## src/rtl/mbbmp_ctrl_pkg.sv

```systemverilog
// mbbmp_pkg: shared definitions for the multi-depth bitmap scan-out controller.
//   - bpp_sel encodings and their log2 decode (reserved decodes as 1bpp)
//   - DATA_W: framebuffer data width (fixed at 8)
//   - slot_t: per-pixel pipeline slot (fresh read flag, pixel offset, depth, active)
//   - pal_reset(): reset value of palette entry i (identity ramp)
//   - expand_idx(): pixel extraction from a byte plus expansion to a 4-bit index
package mbbmp_pkg;

  localparam int DATA_W = 8;

  typedef enum logic [1:0] {
    BPP1     = 2'd0,
    BPP2     = 2'd1,
    BPP4     = 2'd2,
    BPP_RSVD = 2'd3
  } bpp_e;

  typedef struct packed {
    logic       fresh;
    logic [2:0] k;
    logic [1:0] b;
    logic       de;
  } slot_t;

  // Reserved encoding falls back to 1bpp so a bad setting still scans out.
  function automatic logic [1:0] bpp_log2(input logic [1:0] sel);
    case (bpp_e'(sel))
      BPP2:    return 2'd1;
      BPP4:    return 2'd2;
      default: return 2'd0;
    endcase
  endfunction

  function automatic logic [31:0] pal_reset(input int i);
    return 32'(i);
  endfunction

  // Pixel k sits at dat[k*2^b +: 2^b] (LSB-first); narrow pixels are
  // replicated so 1bpp maps to 0/F and 2bpp to 0/5/A/F.
  function automatic logic [3:0] expand_idx(input logic [DATA_W-1:0] dat,
                                            input logic [2:0] k,
                                            input logic [1:0] b);
    logic [3:0]        shamt;
    logic [DATA_W-1:0] sh;
    shamt = {1'b0, k} << b;
    sh    = dat >> shamt;
    case (b)
      2'd0:    return {4{sh[0]}};
      2'd1:    return {2{sh[1:0]}};
      default: return sh[3:0];
    endcase
  endfunction

endpackage

```

## src/rtl/mbbmp_ctrl_if.sv

```systemverilog
// mbbmp_ctrl_if: framebuffer read port between the controller and the RAM.
//   scr_addr : byte address (controller -> RAM)
//   rd_en    : read strobe for scr_addr (controller -> RAM)
//   val      : read data, valid MEM_LAT cycles after rd_en (RAM -> controller)
// Modports: master = controller side, slave = RAM side.
interface mbbmp_ctrl_if #(
  parameter int ADDR_W = 16
) ();
  import mbbmp_pkg::*;

  logic [ADDR_W-1:0] scr_addr;
  logic              rd_en;
  logic [DATA_W-1:0] val;

  modport master (output scr_addr, output rd_en, input val);
  modport slave  (input scr_addr, input rd_en, output val);

endinterface

```

## src/rtl/mbbmp_ctrl_palette.sv

```systemverilog
// mbbmp_palette: 16-entry colour palette with one write port and a registered
// lookup that produces the final pixel colour.
//   clk, rst_n        : clock, asynchronous active-low reset (reset loads a ramp)
//   we, widx, wdata   : palette write; visible to lookups from the next cycle
//   lookup_de         : lookup slot is active video (inactive gives colour 0)
//   lookup_idx        : 4-bit palette index to look up
//   pixel             : registered colour output
module mbbmp_palette
  import mbbmp_pkg::*;
#(
  parameter int OUT_W = 4
) (
  input  logic             clk,
  input  logic             rst_n,
  input  logic             we,
  input  logic [3:0]       widx,
  input  logic [OUT_W-1:0] wdata,
  input  logic             lookup_de,
  input  logic [3:0]       lookup_idx,
  output logic [OUT_W-1:0] pixel
);

  logic [OUT_W-1:0] pal [16];

  // The lookup reads the array before this edge's write lands, so a
  // same-cycle write to the looked-up entry yields the old colour.
  always_ff @(posedge clk or negedge rst_n) begin
    if (!rst_n) begin
      for (int i = 0; i < 16; i++) begin
        pal[i] <= OUT_W'(pal_reset(i));
      end
      pixel <= '0;
    end else begin
      if (we) begin
        pal[widx] <= wdata;
      end
      pixel <= lookup_de ? pal[lookup_idx] : '0;
    end
  end

endmodule

```

## src/rtl/mbbmp_ctrl.sv

```systemverilog
// mbbmp_ctrl: multi-depth (1/2/4 bpp) bitmap scan-out controller.
//   clk, rst_n        : pixel clock, asynchronous active-low reset
//   posx, posy, de_in : raster position and active-video qualifier
//   bpp_sel           : colour depth, sampled with each pixel
//   fb (master)       : framebuffer read port (scr_addr, rd_en, val)
//   pal_we/idx/data   : palette write port
//   m_pixel, de_out   : colour output and aligned active flag, MEM_LAT+2 cycles
//                       after the raster inputs
module mbbmp_ctrl
  import mbbmp_pkg::*;
#(
  parameter int SCALE_SHIFT = 2,
  parameter int ROW_SHIFT   = 8,
  parameter int MEM_LAT     = 1,
  parameter int OUT_W       = 4,
  parameter int ADDR_W      = 16
) (
  input  logic              clk,
  input  logic              rst_n,
  input  logic [9:0]        posx,
  input  logic [8:0]        posy,
  input  logic              de_in,
  input  logic [1:0]        bpp_sel,
  mbbmp_ctrl_if.master      fb,
  input  logic              pal_we,
  input  logic [3:0]        pal_idx,
  input  logic [OUT_W-1:0]  pal_data,
  output logic [OUT_W-1:0]  m_pixel,
  output logic              de_out
);

  logic [1:0]        b0;
  logic [31:0]       col0;
  logic [31:0]       row0;
  logic [31:0]       byte_col0;
  logic [31:0]       addr_full;
  logic [2:0]        k0;
  logic [ADDR_W-1:0] addr0;
  logic              rd0;
  logic              last_valid;
  slot_t             s1;
  slot_t             dly [MEM_LAT];
  slot_t             cap;
  logic [DATA_W-1:0] byte_hold;
  logic [DATA_W-1:0] cur_byte;
  logic [3:0]        idx;

  // scr_addr only moves on active pixels, so it doubles as the last issued
  // address; a read is skipped when the byte is already held.
  always_comb begin
    b0        = bpp_log2(bpp_sel);
    col0      = 32'(posx) >> SCALE_SHIFT;
    row0      = 32'(posy) >> SCALE_SHIFT;
    byte_col0 = col0 >> (2'd3 - b0);
    k0        = col0[2:0] & (3'd7 >> b0);
    addr_full = (row0 << ROW_SHIFT) | byte_col0;
    addr0     = ADDR_W'(addr_full);
    rd0       = de_in && (!last_valid || (addr0 != fb.scr_addr));
  end

  // Dropping de_in forgets the last address so every line opens with a read.
  always_ff @(posedge clk or negedge rst_n) begin
    if (!rst_n) begin
      fb.scr_addr <= '0;
      fb.rd_en    <= 1'b0;
      last_valid  <= 1'b0;
      s1          <= '0;
    end else begin
      fb.rd_en <= rd0;
      s1       <= slot_t'{fresh: rd0, k: k0, b: b0, de: de_in};
      if (de_in) begin
        fb.scr_addr <= addr0;
        last_valid  <= 1'b1;
      end else begin
        last_valid  <= 1'b0;
      end
    end
  end

  // Slot delay line so each pixel's decode info meets its read data.
  always_ff @(posedge clk or negedge rst_n) begin
    if (!rst_n) begin
      for (int i = 0; i < MEM_LAT; i++) begin
        dly[i] <= '0;
      end
    end else begin
      dly[0] <= s1;
      for (int i = 1; i < MEM_LAT; i++) begin
        dly[i] <= dly[i-1];
      end
    end
  end

  assign cap      = dly[MEM_LAT-1];
  assign cur_byte = cap.fresh ? fb.val : byte_hold;
  assign idx      = expand_idx(cur_byte, cap.k, cap.b);

  // Fresh slots refresh the held byte; later pixels of that byte reuse it.
  always_ff @(posedge clk or negedge rst_n) begin
    if (!rst_n) begin
      byte_hold <= '0;
      de_out    <= 1'b0;
    end else begin
      if (cap.fresh) begin
        byte_hold <= fb.val;
      end
      de_out <= cap.de;
    end
  end

  mbbmp_palette #(.OUT_W(OUT_W)) u_palette (
    .clk        (clk),
    .rst_n      (rst_n),
    .we         (pal_we),
    .widx       (pal_idx),
    .wdata      (pal_data),
    .lookup_de  (cap.de),
    .lookup_idx (idx),
    .pixel      (m_pixel)
  );

endmodule

```

## src/flat_wrapper.sv

```systemverilog
// flat-port wrapper written by rule: the top's interface ports become plain ports
module mbbmp_ctrl_flat import mbbmp_pkg::*;
#(
  parameter int SCALE_SHIFT = 2,
  parameter int ROW_SHIFT   = 8,
  parameter int MEM_LAT     = 1,
  parameter int OUT_W       = 4,
  parameter int ADDR_W      = 16
)
  (clk, rst_n, posx, posy, de_in, bpp_sel, pal_we, pal_idx, pal_data, m_pixel, de_out, fb_scr_addr, fb_rd_en, fb_val);
  mbbmp_ctrl_if #(.ADDR_W(ADDR_W)) fb_i ();
  input  logic clk;
  input  logic rst_n;
  input  logic [9:0] posx;
  input  logic [8:0] posy;
  input  logic de_in;
  input  logic [1:0] bpp_sel;
  input  logic pal_we;
  input  logic [3:0] pal_idx;
  input  logic [OUT_W-1:0] pal_data;
  output logic [OUT_W-1:0] m_pixel;
  output logic de_out;
  output wire logic [$bits(fb_i.scr_addr)-1:0] fb_scr_addr;
  output wire logic [$bits(fb_i.rd_en)-1:0] fb_rd_en;
  input wire logic [$bits(fb_i.val)-1:0] fb_val;
  assign fb_scr_addr = fb_i.scr_addr;
  assign fb_rd_en = fb_i.rd_en;
  assign fb_i.val = fb_val;
  mbbmp_ctrl #(.SCALE_SHIFT(SCALE_SHIFT), .ROW_SHIFT(ROW_SHIFT), .MEM_LAT(MEM_LAT), .OUT_W(OUT_W), .ADDR_W(ADDR_W)) u_core (.clk(clk), .rst_n(rst_n), .posx(posx), .posy(posy), .de_in(de_in), .bpp_sel(bpp_sel), .fb(fb_i), .pal_we(pal_we), .pal_idx(pal_idx), .pal_data(pal_data), .m_pixel(m_pixel), .de_out(de_out));
endmodule
```

## config.mk

```make
export PLATFORM = sky130hd
export DESIGN_NAME = mbbmp_ctrl_flat
export DESIGN_NICKNAME = d
export VERILOG_FILES = /design/src/rtl/mbbmp_ctrl_pkg.sv /design/src/rtl/mbbmp_ctrl_if.sv /design/src/rtl/mbbmp_ctrl_palette.sv /design/src/rtl/mbbmp_ctrl.sv /design/src/flat_wrapper.sv
export SDC_FILE = /design/constraint.sdc
export NUM_CORES = 1
export LEC_CHECK = 0
export CAP_MARGIN = 20
export CORE_AREA = 2 2 92 116
export CTS_BUF_LIST = sky130_fd_sc_hd__clkbuf_8
export CTS_CLUSTER_DIAMETER = 60
export CTS_CLUSTER_SIZE = 10
export DETAILED_ROUTE_END_ITERATION = 10
export DIE_AREA = 0 0 94 118
export DONT_BUFFER_PORTS = 1
export GPL_TIMING_DRIVEN = 0
export PLACE_DENSITY = 0.7
export SETUP_SLACK_MARGIN = 0.1
export SYNTH_ARGS = -nofsm -noshare
export SYNTH_HDL_FRONTEND = slang
export SYNTH_SLANG_ARGS = --single-unit
```

## constraint.sdc

```tcl
create_clock -name clk -period 3.6 [get_ports clk]
set_input_delay 0.36 -clock clk [delete_from_list [all_inputs] [get_ports clk]]
set_output_delay 0.36 -clock clk [all_outputs]
set_load 0.1 [all_outputs]
```

## Word-level counts from Yosys, hierarchy flattened

Cells that the tools add are included.

- Add/subtract/negate cells: 1
- Order comparisons: 3
- Equality and inequality tests: 4
- Shift operators: 4
- Multiplexer cells: 11
- Bitwise logic cells: 4
- Reduce and logical (&&, ||, !) cells: 5

Operators with widths:

| kind | number |
|---|---|
| $bwmux W64 | 1 |
| $bmux W4 S4 | 1 |
| $demux W4 S4 | 1 |
| $mux W4 | 4 |
| $ne A16 B16 Y1 | 1 |
| $or A15 B16 Y16 | 1 |
| $shr A8 B2 Y16 | 1 |
| $ge A5 B5 Y1 const B | 2 |
| $not A4 Y5 | 2 |
| $mux W8 | 1 |
| $pmux W4 S2 | 1 |
| $shr A8 B4 Y4 | 1 |
| $lt A5 B1 Y1 const B | 1 |
| $eq A2 B1 Y1 const B | 2 |
| $pmux W2 S2 | 1 |
| $shl A3 B2 Y4 | 1 |
| $and A3 B3 Y3 | 1 |
| $shr A3 B2 Y3 const A | 1 |
| $eq A2 B2 Y1 const B | 1 |
| $logic_and A1 B1 Y1 | 2 |
| $logic_not A2 Y1 | 1 |
| $sub A2 B2 Y2 const A | 1 |
| $logic_not A1 Y1 | 1 |
| $logic_or A1 B1 Y1 | 1 |
| $mux W1 | 1 |

- Register bits: 108
- Bits of input ports: 41
- Output and inout port bits: 22
- Logic and storage cells: 61

## Depth between registers and ports, before layout

Gate-level depths: netlist (run 1).

- Word-level depth: 8
- Gate-level depth with buffers: 11
- Mapped depth without buffers: 9

## By module

From an unflattened synthesis (run 1), not the netlist that was laid out.

- Cells, all modules: 400
- Area total of the unflattened synthesis: 5,201.2 um^2

By module, submodules not included:

| module | times used | cells an instance | area each (um^2) | seq. area each (um^2) |
|---|---|---|---|---|
| mbbmp_palette | 1 | 238 | 3,209.3 | 1,741.7 |
| mbbmp_ctrl | 1 | 162 | 1,991.9 | 950.9 |

## Worst setup path before layout (run 1)

Ideal clock, no wire load.

- Path type: reg-to-reg
- Start: register u_core.dly (netlist bit u_core.cap[1])
- End: register u_core.u_palette.pixel[2]
- Setup time: 128 ps
- Arrival: 2,458 ps
- Data required time: 3,472 ps
- Path slack: 1,014 ps
- Stages on the path, launching flop included: 12
- Path buffers: 3
- Clock period less this slack: 2,586 ps
- Cell sequence: dfrtp_1 buf_6 mux2i_2 o21a_4 mux2_4 a31o_1 buf_6 o22ai_4 buf_6 mux2_1 o2111ai_1 o22ai_1

- Word-level cells in the longest chain between the ends: 8
- Elaborated cells between the ends (all ways): 10
- Those cells by class: eq/ne (1); shift (2); mux (5); bitwise (1); reduce/logical (1)

Ends and longest elaborated chain:

| element | RTL line | RTL |
|---|---|---|
| from (decl) | mbbmp_ctrl.sv:42 | `slot_t dly [MEM_LAT];` |
| from (signal, indexed assignment) | mbbmp_ctrl.sv:89 | `dly[i] <= dly[i-1];` |
| $shl A3 B2 Y4 | mbbmp_ctrl_pkg.sv:45 | `shamt = {1'b0, k} << b;` |
| $shr A8 B4 Y4 | mbbmp_ctrl_pkg.sv:46 | `sh = dat >> shamt;` |
| $pmux W4 S2 (*) | mbbmp_ctrl_pkg.sv:47 | `case (b)` |
| $not A4 Y5 (not written as such) (*) | mbbmp_ctrl_palette.sv:37 | `pixel <= lookup_de ? pal[lookup_idx] : '0;` |
| $bmux W4 S4 (*) | mbbmp_ctrl_palette.sv:37 |  |
| $mux W4 (not written as such) (*) (2 in series) | mbbmp_ctrl_palette.sv:37 |  |
| $mux W4 (*) | mbbmp_ctrl_palette.sv:37 |  |
| to (signal assigned) | mbbmp_ctrl_palette.sv:37 |  |
| to (decl) | mbbmp_ctrl_palette.sv:20 | `output logic [OUT_W-1:0] pixel` |

Mark *: on every way between the ends. The rest lies on a longest branch, timed or not. The select of a mux whose other input is x is not followed.
A chain may end at the register's enable or synchronous reset.

## Final worst setup path (run 1)

- Start: register u_core.dly (netlist bit u_core.cap[1])
- End: register u_core.u_palette.pixel[3]

Same word-level chain as after synthesis.

==> results of run 1 <==
[cells in the final DEF, fill, tap and decap left out, types with 3 or more instances in the layout]
cell type	n
nor3_1	11
clkbuf_8	9
inv_6	3
mux2i_1	17
nand3b_1	3
nor2_1	21
dfstp_2	32
nor2b_1	3
a32o_1	3
xor2_1	3
a21oi_1	6
nand2_1	29
inv_1	19
mux2_2	82
nand4_1	6
o21ai_2	3
nand3_1	3
o22ai_1	7
clkbuf_1	10
o211ai_1	18
o21ai_0	16
buf_2	3
dfrtp_1	74
o221ai_1	11
xnor2_1	11
buf_6	6
a211o_1	3
mux2_1	5
nand2b_1	5
or3_1	3
[kinds of logic after synthesis]
kind of cell | Yosys count
buf+inv | 42
xor+xnor | 14
compound gates | 84
fa+ha+maj | 2
simple gates | 92
other cells | 1
flops | 106
mux | 107
[power breakdown]
group	switching [uW]	internal, uW
logic	350	341
registers	349	1460
clock network	419	328
total	1120	2130
[Yosys cell counts (5+ instances only)]
| cell | count |
|---|---|
| nor2_1 | 21 |
| nor3_1 | 11 |
| dfstp_2 | 32 |
| xnor2_1 | 11 |
| mux2_1 | 5 |
| o21ai_0 | 16 |
| a21oi_1 | 6 |
| inv_1 | 19 |
| o22ai_1 | 7 |
| o221ai_1 | 11 |
| buf_6 | 6 |
| mux2_2 | 82 |
| clkbuf_1 | 10 |
| o211ai_1 | 18 |
| nand2_1 | 29 |
| mux2i_1 | 17 |
| nand4_1 | 6 |
| nand2b_1 | 5 |
| dfrtp_1 | 74 |
[flip-flops by register name, summed over array words and instances (netlist names)]
name                    count
u_core.byte_hold            8
u_core.cap                  7
u_core.de_out               1
u_core.fb.rd_en             1
u_core.fb.scr_addr         15
u_core.last_valid           1
u_core.s1                   5
u_core.u_palette.pal       64
u_core.u_palette.pixel      4
[layout make-up]
cell class | instances | share of cell area (%)
Clock buffer | 9 | 2.151
Multi-Input combinational cell | 300 | 42.43
Buffer | 23 | 2.477
Inverter | 19 | 1.238
Timing Repair Buffer | 3 | 0.8255
Clock inverter | 7 | 1.325
Sequential cell | 106 | 46.75
Tap cell | 129 | 2.803
[worst max path at each step]
stage / start / to / slack (ns) / depth (start not counted)
detailed placement: u_core.cap[1] / u_core.u_palette.pixel[1] / 0.60 / 11
global route: u_core.cap[1] / u_core.u_palette.pixel[3] / 0.38 / 9
finish: u_core.cap[1] / u_core.u_palette.pixel[3] / 0.53 / 9
global placement: u_core.cap[1] / u_core.u_palette.pixel[1] / 0.61 / 11
floorplan: u_core.cap[1] / u_core.u_palette.pixel[2] / 1.01 / 11
CTS: u_core.cap[1] / u_core.u_palette.pixel[1] / 0.56 / 11
[through the flow]
stage,std cells,cell area [um^2],util (%)
after floorplan,448,5350,-
after global placement,577,5512,55.10
after detailed placement,577,5512,55.10
after CTS,596,5759,57.57
after global routing,596,5759,57.57
final,596,5759,57.57
[worst max-delay path: stages, from the launching register on]
cell and delay, ns:
dfrtp_1 0.36, buf_6 0.14, mux2i_2 0.34, o21a_4 0.19
mux2_4 0.32, and3_1 0.19, nor3_1 0.80, o211ai_1 0.27
o211ai_1 0.19, o22ai_1 0.13
[what timing repair did]
action / CTS / global route
buffers inserted: 0 / 0
hold buffers: 3 / 0
hold endpoints to repair: 107 / 0
[layer usage]
layer | part of all wire (%) | up-vias | wire, um
met2 | 50 | 96 | 5742
met1 | 43 | 1770 | 4875
met4 | 2.4 | 0 | 277
met3 | 4.8 | 23 | 550
li1 | - | 1658 | -
met5 | 0 | - | 0
==> reports/metrics.cfg, run 1 <==
[power_and_ir_drop]
power.leakage_uw=0.002343
finalPower_uw=3246
vdd_drop_max_mv=0.4282
power.density_mw_per_mm2=563.6

[grt]
grt_pass1_vias=3668
grt_busiest_layer=met2
met2_usage_pct=35.40
gr-usage-met1_pct=27.88
grt_max_degree=107
gr-total-overflow=0
grt_pass1_wl_um=18440
antenna_found_initial=0
grtUsageMet3_pct=4.545
track_usage_pct=21.59

[flow_run]
cap_viol_max_count=0

[setup_path]
r2r_slack_ns=0.53
crit_fanout=10
crit_type=reg2reg
r2r_start=u_core.cap[1]
critPathCaptureType=flop
r2r-end=u_core.u_palette.pixel[3]
cp.arrival_ns=3.31
reg2reg_depth=9
cp.required_ns=3.84
start_kind=flop

[logic_synthesis]
synth_compound_area_share_pct=11.93
synthAdderAreaFrac_pct=0.4677
syn-num-nets=491
synth_top_area_share_pct=34.61
synthSimpleGateAreaFrac_pct=8.466
syn_area_per_cell_um2=11.94
ys.flop_type=dfrtp_1
syn_area_mm2=0.005350
synth_mux_area_share_pct=22.45
yosysTopAreaCell=dfrtp_1
async_flop_share_pct=100.0
synthXorXnorAreaFrac_pct=2.292
synth-warning-count=0
synth-edff-count=0
synthTopCellsByArea=dfrtp_1 35%, mux2_2 17%, dfstp_2 16%
ys_seq_elements=106
synth_cell_type_count=57
synth_top_family_by_area=multiplexers
yosysSeqAreaShare_pct=50.33
synth_cells=448

[routing]
wl_per_cell_um=19.20
vias_per_cell=5.951
ant_nets=0
drt-total-wl_um=11450
drt-initial-drc-count=196
drc=0
dr.pass1.iters=4
via_count=3547

[outcome]
status=finished, final reports clean

[sta]
hold_slack_ns=0.1183
fin_crit_sh_pct=85.28
tightest_slew_ns=0.9956
clock_skew_ns=0.006220
period_minus_slack_ns=3.070
hold_viol_final=0
fin_tns_setup_ns=0
setup_ws_ns=0.5298
relSlewSlack_pct=33.63
finalMaxSlewViolations=0
setup_viol=0
rsz0062_at_grt=no
fmaxAchievable_mhz=325.7

[floorplanning]
start_util_pct=53.48
dieArea_mm2=0.01109
die_height_um=118
die_x_um=94
coreArea_mm2=0.01000
row_count=41
io_pins=63

[layout]
fill_cells=885
antenna_cells=0
final_nets=505
drive_gt1_share_pct=32.98
multi_input_area_mm2=0.002444
area.growth.synth_to_final_pct=7.647
seq_area_mm2=0.002693

[cts]
cts_tree=yes
cts_resized=0
clkSlewWorstSetupHoldPaths_ns=0.10
cts-htree-levels=3
cts_inserted_buffers=9
ctsLongestPathBuffers=2
cts.sinks=106
clkLatencyLatePin_ns=0.37
root_buffer=clkbuf_8

[min_path]
holdPathStages=1
min_path_type=in2reg
min_from=posx[3]
worstHoldEndpoint=u_core.s1[4]

[place]
routabilityCongestion=0.8997
pre_cts_ws_ns=0.6044
io_buffer_count=0
dp_hpwl_um=8247

(Power assumes the default switching activity.)
==> run 2, diff against run 1 <==
--- a/config.mk
+++ b/config.mk
@@ -5,7 +5,6 @@
 export SDC_FILE = /design/constraint.sdc
 export NUM_CORES = 1
 export LEC_CHECK = 0
-export CAP_MARGIN = 20
 export CORE_AREA = 2 2 92 116
 export CTS_BUF_LIST = sky130_fd_sc_hd__clkbuf_8
 export CTS_CLUSTER_DIAMETER = 60
==> constraint.sdc (replaced) <==
create_clock -name clk -period 3.45 [get_ports clk]
set_input_delay 0.69 -clock clk [delete_from_list [all_inputs] [get_ports clk]]
set_output_delay 0.69 -clock clk [all_outputs]
set_load 0.1 [all_outputs]
==> reports/metrics.cfg, run 2 (same netlist as run 1, synthesis figures left out) <==
[power_and_ir_drop]
p_int_uw=2219  ; +4.3%
power.leakage_uw=0.002335  ; -0.36%
vdd_drop_max_mv=0.4432  ; +3.5%
power.switching_uw=1159  ; +3.7%
p_sw_share_pct=34.32  ; -0.12 points
power_frac_comb_pct=21.1  ; -0.2 points
seq_power_share_pct=55.8  ; about the same
power.density_mw_per_mm2=588.6  ; +4.4%
clkPwrFrac_pct=23.1  ; about the same

[routing]
dr.pass1.iters=5  ; +1
wl_met1_um=4837  ; -0.78%
vias_per_cell=5.973  ; +0.36%
via_count=3548  ; +0.028%
drc=0  ; unchanged
routed.top_layer=met4
drt-initial-drc-count=170  ; -13%
ant_nets=0  ; unchanged
wl_met3_um=614  ; +12%
wl_per_cell_um=19.54  ; +1.8%
drt-total-wl_um=11610  ; +1.4%
met2_length_um=5922  ; +3.1%

[sta]
tightest_slew_ns=0.9719  ; -0.02372 ns
relSlewSlack_pct=34.71  ; +1.1 points
clock_skew_ns=0.008371  ; +0.002150 ns
fin_crit_sh_pct=88.92  ; +3.6 points
finalMaxSlewViolations=0  ; unchanged
fmaxAchievable_mhz=326.0  ; about the same
hold_slack_ns=0.1582  ; +0.03995 ns
period_minus_slack_ns=3.068  ; -0.002415 ns
rsz0062_at_grt=no
fin_tns_setup_ns=0  ; unchanged
setup_viol=0  ; unchanged
hold_viol_final=0  ; unchanged

[layout]
final_cells=594  ; -0.34%
largestRegisters=u_core.u_palette.pal: 64 flops, u_core.fb.scr_addr: 15 flops, u_core.byte_hold: 8 flops
drive_gt1_share_pct=33.12  ; +0.14 points
largest_reg_flops=64  ; unchanged
regMostFlops=u_core.u_palette.pal
mostFrequentLayoutCell=mux2_2
final_nets=503  ; -0.40%
mostFrequentLayoutCells=82 x mux2_2, 74 x dfrtp_1, 32 x dfstp_2
antenna_cells=0  ; unchanged
area.growth.synth_to_final_pct=7.273
utilization_pct=57.37  ; -0.20 points

[setup_path]
r2r_slack_ns=0.38  ; -0.15 ns
start_kind=flop
crit_fanout=10  ; unchanged
critPathCaptureType=flop
r2r_start=u_core.cap[1]
r2r-end=u_core.u_palette.pixel[3]
crit_start=u_core.cap[1]
crit_type=reg2reg
endpoint=u_core.u_palette.pixel[3]
reg2reg_depth=9  ; unchanged
cp.arrival_ns=3.32  ; about the same
cp.required_ns=3.70  ; -0.14 ns

[outcome]
status=finished, final reports clean

[grt]
antenna_found_initial=0  ; unchanged
track_usage_pct=21.93  ; +0.34 points
gr-total-overflow=0  ; unchanged
grt_max_degree=75  ; -30%
grt_pass1_vias=3706  ; +1.0%
grt_pass1_wl_um=18680  ; +1.3%

[cts]
root_buffer=clkbuf_8
cts_inserted_buffers=9  ; unchanged
cts.sinks=106  ; unchanged
cts-htree-levels=3  ; unchanged
clkSlewWorstSetupHoldPaths_ns=0.10  ; about the same
cts_tree=yes
clkLatencyLatePin_ns=0.38  ; about the same
ctsLongestPathBuffers=2  ; unchanged

[floorplanning]
die_x_um=94  ; unchanged
start_util_pct=53.48  ; unchanged
coreArea_mm2=0.01000  ; unchanged
dieArea_mm2=0.01109  ; unchanged
row_count=41  ; unchanged
io_pins=63  ; unchanged
die_height_um=118  ; unchanged

[place]
place_inst=577  ; unchanged
io_buffer_count=0  ; unchanged
routabilityCongestion=0.8997  ; unchanged
dp_hpwl_um=8247  ; unchanged

[flow_run]
cap_viol_max_count=0  ; unchanged

[min_path]
min_path_type=in2async

-- run 2: cell types whose count changed in the layout (fill, tap and decap cells not counted) --
cell	previous run	this run
dlygate4sd3_1	2	0
-- run 2: repair_timing --
action | 4_1_cts | 5_1_grt
buffers inserted | 0 | 0
resized for setup | 0 | 0
hold buffers | 1 | 0
hold endpoints to repair | 74 | 0
-- run 2: per-stage QoR --
step                      setup slack (ns)  power, uW  area, um^2
after floorplan                     0.8122       2424        5350
after global placement              0.4599       2566        5512
after detailed placement            0.4544       2598        5512
after CTS                           0.4114       3404        5739
after global routing                0.2298       3545        5739
final                               0.3823       3378        5739
-- run 2: power by group through the flow --
| stage | Clock, uW | Sequential [uW] | Combinational (uW) |
|---|---|---|---|
| 6_report | 779 | 1890 | 713 |
| 5_1_grt | 851 | 1920 | 777 |
| 4_1_cts | 803 | 1890 | 713 |
| 3_5_place_dp | 0 | 1910 | 687 |
| 3_3_place_gp | 0 | 1900 | 669 |
| 2_1_floorplan | 0 | 1870 | 556 |
-- run 2: metal layers --
layer | global-route usage [%] | up-vias
li1 | - | 1654
met4 | 7.971 | 0
met3 | 4.609 | 21
met5 | 0 | -
met2 | 36.70 | 101
met1 | 27.83 | 1772
-- run 2: how the worst min path moves through the flow --
stage | slack [ns] | end | from | depth (start not counted)
after CTS | 0.14 | u_core.u_palette.pal[34] | rst_n | 0
final | 0.16 | u_core.u_palette.pal[34] | rst_n | 0
after global routing | 0.14 | u_core.u_palette.pal[40] | rst_n | 0
after floorplan | 0.33 | u_core.cap[1] | u_core.s1[1] | 0
after global placement | 0.33 | u_core.cap[1] | u_core.s1[1] | 0
after detailed placement | 0.33 | u_core.cap[4] | u_core.s1[4] | 0
-- run 2: area by class of cell --
class | instances | area (um^2)
fill | 886 | 4264
clock buffer | 9 | 123.9
tap | 129 | 161.4
inverter | 19 | 71.32
clock inverter | 7 | 76.32
timing repair buffer | 1 | 27.53
sequential | 106 | 2693
multi-input combinational | 300 | 2444
buffer | 23 | 142.6
-- run 2: critical path, stage by stage, from the launching register on --
cell and delay, ns:
dfrtp_1 0.36, buf_6 0.14, mux2i_2 0.34, o21a_4 0.19, mux2_4 0.32, and3_1 0.19
nor3_1 0.79, o211ai_1 0.27, o211ai_1 0.20, o22ai_1 0.13
